--- src/rtl/div_unit.sv ---
`default_nettype none
// ============================================================================
//  Module      : div_unit
//  Description : Multi-cycle radix-2 restoring integer divider for DIV/DIVU.
//                Produces {remainder, quotient} after WIDTH+1 edges following
//                acceptance, or after one edge for a zero divisor.
//  Revision    : 1.0 - initial release
// ----------------------------------------------------------------------------
//  Ports
//    clk           in   1        rising-edge clock
//    rst           in   1        asynchronous reset, active low
//    signed_div_i  in   1        1 = signed (DIV), 0 = unsigned (DIVU)
//    opdata1_i     in   WIDTH    dividend
//    opdata2_i     in   WIDTH    divisor
//    start_i       in   1        request, held until the result is consumed
//    annul_i       in   1        abort the current / pending operation
//    result_o      out  2*WIDTH  {remainder, quotient}, registered
//    ready_o       out  1        result valid, registered
// ============================================================================
module div_unit #(
    parameter int WIDTH = 32
) (
    input  logic               clk,
    input  logic               rst,
    input  logic               signed_div_i,
    input  logic [WIDTH-1:0]   opdata1_i,
    input  logic [WIDTH-1:0]   opdata2_i,
    input  logic               start_i,
    input  logic               annul_i,
    output logic [2*WIDTH-1:0] result_o,
    output logic               ready_o
);

    localparam int CNT_W = $clog2(WIDTH) + 1;
    localparam logic [CNT_W-1:0] CNT_LAST = CNT_W'(WIDTH);

    typedef enum logic [1:0] {
        ST_FREE   = 2'd0,
        ST_BYZERO = 2'd1,
        ST_ON     = 2'd2,
        ST_END    = 2'd3
    } state_e;

    state_e             state_q;
    logic [CNT_W-1:0]   cnt_q;
    logic [WIDTH-1:0]   dvd_q;      // dividend magnitude, consumed MSB first
    logic [WIDTH-1:0]   dvs_q;      // divisor magnitude
    logic [WIDTH-1:0]   rem_q;      // partial remainder (always < divisor)
    logic [WIDTH-1:0]   quot_q;
    logic               signed_q;
    logic               sign1_q;
    logic               sign2_q;
    logic [2*WIDTH-1:0] result_q;
    logic               ready_q;

    logic [WIDTH-1:0]   abs1_d;
    logic [WIDTH-1:0]   abs2_d;
    logic [WIDTH:0]     shift_d;
    logic [WIDTH:0]     diff_d;
    logic               ge_d;
    logic [WIDTH-1:0]   rem_d;
    logic [WIDTH-1:0]   quot_d;
    logic [WIDTH-1:0]   quot_fix_d;
    logic [WIDTH-1:0]   rem_fix_d;

    always_comb begin
        abs1_d = (signed_div_i && opdata1_i[WIDTH-1]) ? -opdata1_i : opdata1_i;
        abs2_d = (signed_div_i && opdata2_i[WIDTH-1]) ? -opdata2_i : opdata2_i;

        // The shifted partial remainder needs WIDTH+1 bits. Because the stored
        // remainder is below the divisor, shift_d < 2*divisor, so the trial
        // difference either fits in WIDTH bits (no borrow) or wraps with its
        // top bit set; that top bit is therefore the "less than" flag.
        shift_d = {rem_q, dvd_q[WIDTH-1]};
        diff_d  = shift_d - {1'b0, dvs_q};
        ge_d    = ~diff_d[WIDTH];
        rem_d   = ge_d ? diff_d[WIDTH-1:0] : shift_d[WIDTH-1:0];
        quot_d  = {quot_q[WIDTH-2:0], ge_d};

        // Truncation toward zero: quotient sign from the operand signs,
        // remainder sign from the dividend.
        quot_fix_d = (signed_q && (sign1_q ^ sign2_q)) ? -quot_q : quot_q;
        rem_fix_d  = (signed_q && sign1_q) ? -rem_q : rem_q;
    end

    always_ff @(posedge clk or negedge rst) begin
        if (!rst) begin
            state_q  <= ST_FREE;
            cnt_q    <= '0;
            dvd_q    <= '0;
            dvs_q    <= '0;
            rem_q    <= '0;
            quot_q   <= '0;
            signed_q <= 1'b0;
            sign1_q  <= 1'b0;
            sign2_q  <= 1'b0;
            result_q <= '0;
            ready_q  <= 1'b0;
        end else begin
            case (state_q)
                ST_FREE: begin
                    ready_q  <= 1'b0;
                    result_q <= '0;
                    if (start_i && !annul_i) begin
                        dvd_q    <= abs1_d;
                        dvs_q    <= abs2_d;
                        rem_q    <= '0;
                        quot_q   <= '0;
                        cnt_q    <= '0;
                        signed_q <= signed_div_i;
                        sign1_q  <= opdata1_i[WIDTH-1];
                        sign2_q  <= opdata2_i[WIDTH-1];
                        state_q  <= (opdata2_i == '0) ? ST_BYZERO : ST_ON;
                    end
                end

                ST_BYZERO: begin
                    if (annul_i) begin
                        state_q <= ST_FREE;
                    end else begin
                        result_q <= '0;
                        ready_q  <= 1'b1;
                        state_q  <= ST_END;
                    end
                end

                ST_ON: begin
                    // Annul wins over the iteration in progress.
                    if (annul_i) begin
                        state_q <= ST_FREE;
                        cnt_q   <= '0;
                        ready_q <= 1'b0;
                    end else if (cnt_q != CNT_LAST) begin
                        rem_q  <= rem_d;
                        quot_q <= quot_d;
                        dvd_q  <= {dvd_q[WIDTH-2:0], 1'b0};
                        cnt_q  <= cnt_q + 1'b1;
                    end else begin
                        result_q <= {rem_fix_d, quot_fix_d};
                        ready_q  <= 1'b1;
                        state_q  <= ST_END;
                    end
                end

                ST_END: begin
                    // Result is held for EX until it drops start; annul has
                    // no effect once the result is available.
                    if (!start_i) begin
                        state_q  <= ST_FREE;
                        ready_q  <= 1'b0;
                        result_q <= '0;
                    end
                end

                default: begin
                    state_q <= ST_FREE;
                end
            endcase
        end
    end

    assign result_o = result_q;
    assign ready_o  = ready_q;

endmodule
`default_nettype wire

--- config.mk ---
export PLATFORM = sky130hd
export DESIGN_NAME = div_unit
export DESIGN_NICKNAME = d
export VERILOG_FILES = /design/src/rtl/div_unit.sv
export SDC_FILE = /design/constraint.sdc
export NUM_CORES = 1
export LEC_CHECK = 0
export CORE_MARGIN = 1
export CORE_UTILIZATION = 50
export DETAILED_ROUTE_END_ITERATION = 8
export PLACE_DENSITY = 0.75
export SLEW_MARGIN = 5
export SYNTH_ARGS = -nofsm -noshare
export SYNTH_HDL_FRONTEND = slang
export SYNTH_SLANG_ARGS = --single-unit
--- constraint.sdc ---
create_clock -name clk -period 3.2 [get_ports clk]
set_input_delay 0.48 -clock clk [delete_from_list [all_inputs] [get_ports clk]]
set_output_delay 0.48 -clock clk [all_outputs]
set_load 0.01 [all_outputs]
==> summary.md <==
| Metric | Value |
|---|---|
| Sequential cell area fraction in the yosys report | 0.412 |
| Worst-path cell chain | ha_4 > fa_2 > nand2b_4 > a21oi_4 > o2111ai_2 > a31oi_1 > buf_4 > o211ai_1 > a21oi_1 > buf_4 > xor2_4 > buf_6 > clkbuf_16 > mux2i_1 > o21ai_0 |
| Initial DRC Count | 656 |
| IO Pins | 134 |
| Final instance count without filler cells | 1,959 |
| Site Rows | 57 |
| I/O Buffers | 133 |
| Synth area leaders | dfrtp_1 (41%), o21ai_0 (7.8%), nand2_1 (7.2%), xnor2_1 (5.5%), xor2_1 (5.1%) |
| Height of the die | 159 um |
| Mapped Area | 12,400 um^2 |
| Critical path type | register to register |
| Top cell type's share of synthesized area | 0.412 |
| Via density | 5.61 |
| Reg2reg setup slack | 8 ps |
| Max frequency | 313 MHz |
| Hold Fails Final Rpt | 0 |
| Post-synth EDFFs | 0 |
| Fin crit share | 0.997 |
| Max Root-Sink Buffers | 3 |
| Hold slack | 58.8 ps |
| Leak Pwr | 6.88 nW |
| RSZ-0062 raised after global routing | true |
| Fill cells | 2,008 |
| Synth Instances | 1,433 |
| Wire per inst | 16.1 um |
| Worst-path maximum fanout | 6 |
| # setup viols final | 0 |
| Synth Flop Type | dfrtp_1 |
| Final Util | 0.646 |
| Placed insts | 1,905 |
| Gr usage total | 0.246 |
| Worst-path clk slew | 70 ps |
| Hold_buf cts | 0 |
| Final Max Slew Viols | 0 |
| Cell Pwr Density | 860 nW/um^2 |
| Worst slack, placed | -217 ps |
| Critical Path AT | 3580 ps |
| Netlist cell types | 61 |
| Max_slew headroom | 0.470 |
| Worst-Margin Slew | 795 ps |
| Hold Path Class | input port to async pin |
| RR Startpoint | dvs_q[0] |
| RR Endpoint | rem_q[15] |
| Initial Util | 0.510 |
| CP Capture Type | register |
| Synth top cells by count | nand2_1 (237), dfrtp_1 (204), o21ai_0 (194) |
| First-pass GRT wire length | 51,800 um |
| Num CTS Buffers | 23 |
| Yosys top cell by area | dfrtp_1 |
| Number of global-route vias before repair | 10,500 |
| Avg Synthesized Cell Area | 8.65 um^2 |
| Final worst setup slack | 8.11 ps |
| Final ANT Viol Nets | 0 |
| CTS tree | yes |
| Die ar. | 25,400 um^2 |
| Synth async-reset ratio | 1.00 |
| Total Power | 13.5 mW |
| Worst path max stage delay | 440 ps |
| CP max-delay cell | dfrtp_2 |
| Clk Latency, worst-skew pair | 510 ps |
| Root Buffer Master | clkbuf_16 |
| Post-synthesis register bit count | 204 |
| Ratio of cells with drive above 1 in the final layout | 0.111 |
| R2R depth | 15 |
| DPL Wire Length | 22,400 um |
| DR vias | 11,000 |
| Max cap viols | 0 |
| Chip width | 159 um |
| Drc violations | 0 |
| Nets | 1,733 |
| Placed instance area | 14,600 um^2 |
| Gpl congestion | 0.894 |
| Drt pass-1 iters | 5 |
| Post-route setup TNS | 0 ps |
| ANT cells | 0 |
| Worst path most repeated cell | buf_4 |
| Clock Skew | 18.1 ps |
| YS warnings | 0 |
| Synth-to-layout area growth | 26.8% |
| Initial antenna violation count | 0 |
| CTS H-tree lvls | 1 |
| Net Count, Synth | 1,546 |
| DRT Wirelength | 31,500 um |
| VDD IR-drop max | 517 uV |
| Final min period | 3190 ps |
| Crit start category | register |
| Worst EP required | 3580 ps |
| Post-route cell area | 15,700 um^2 |
| Overflow after GRT | 0 |
| Clock sinks | 204 |
| Core Box Area | 24,300 um^2 |
| Run status | completed |
| Count leader, synth | nand2_1 |
| Largest net degree at the start of global routing | 92 |
==> cell type report <==
type,instances,area (um^2),area share
Clock buffer,28,634,0.0404
Inverter,60,225,0.0143
Sequential cell,204,5110,0.325
Tap cell,324,405,0.0258
Clock inverter,12,168,0.0107
Timing Repair Buffer,234,2230,0.142
Multi-Input combinational cell,1097,6940,0.442
==> power by group <==
group | internal (mW) | leakage, nW | switching, mW | total, mW
clock network | 1.73 | 0.402 | 1.05 | 2.78
registers | 3.17 | 2.74 | 0.481 | 3.65
logic | 2.98 | 3.74 | 4.12 | 7.10
==> cell usage in the layout, fill, tap and decap left out, types with 9 or more instances in the layout <==
cell             synthesis  final
nand2b_1                12     11
nor4_1                  10     10
o21ai_0                194    183
nor3_1                  20     20
or3_1                   19     17
clkbuf_16                0     24
dfrtp_1                204    202
clkdlybuf4s50_1          0    132
a21oi_1                104    102
o31ai_1                 30     30
inv_1                   60     59
a22o_1                  32     32
nand3_1                  9      9
mux2i_1                 30     26
buf_4                    1     88
a21o_1                   9      9
o21ai_1                  1     12
ha_1                    43     41
xor2_1                  72     71
nor2_1                  78     78
nand2_1                237    234
xnor2_1                 78     78
==> cell families (layout without fill, tap and decap cells) <==
group | after synthesis | in the layout | share of synthesized area
AOI/OAI and AO/OA | 430 | 430 | 0.209
buffers and inverters | 132 | 334 | 0.0405
DFF | 204 | 204 | 0.412
adders and majority gates | 44 | 44 | 0.0450
xor gates and xnor gates | 150 | 150 | 0.106
muxes | 32 | 32 | 0.0260
and+or+nand+nor | 441 | 441 | 0.162
==> timing repair <==
item / in CTS / in global routing
cloned: 2 / 1
pin swaps: 6 / 11
setup buffers: 5 / 7
resized for setup: 9 / 33
endpoints found under the setup margin: 28 / 36
==> sequential cells by signal (all words and copies together), names as in the netlist, 2 cells and up <==
name,count
result_o,64
dvd_q,32
dvs_q,32
quot_q,32
rem_q,32
cnt_q,6
state_q,2
==> critical path: cells and delay by family (launching register included) <==
kind,cells,cell delay (ps)
and+or+nand+nor,1,160
buffers and inverters,4,640
DFF,1,440
adders and majority gates,2,530
xor gates and xnor gates,1,220
AOI/OAI and AO/OA,6,890
muxes,1,190
==> worst max path at each step <==
stage | start | slack [ps] | cells after the start | end
after floorplan | dvd_q[31] | 3 | 13 | rem_q[18]
after global placement | opdata1_i[8] | -170 | 10 | dvd_q[30]
after detailed placement | opdata1_i[8] | -220 | 10 | dvd_q[30]
after CTS | dvs_q[0] | -9 | 15 | rem_q[7]
after global routing | dvd_q[31] | -160 | 16 | rem_q[20]
final | dvs_q[0] | 8 | 15 | rem_q[15]
==> metal layers <==
| layer | wire length [um] | track usage |
|---|---|---|
| met1 | 14400 | 0.342 |
| met2 | 14700 | 0.400 |
| met5 | 0 | 0 |
| met3 | 1640 | 0.0318 |
| met4 | 817 | 0.0739 |
No activity file was read; power rests on OpenSTA's default activity.
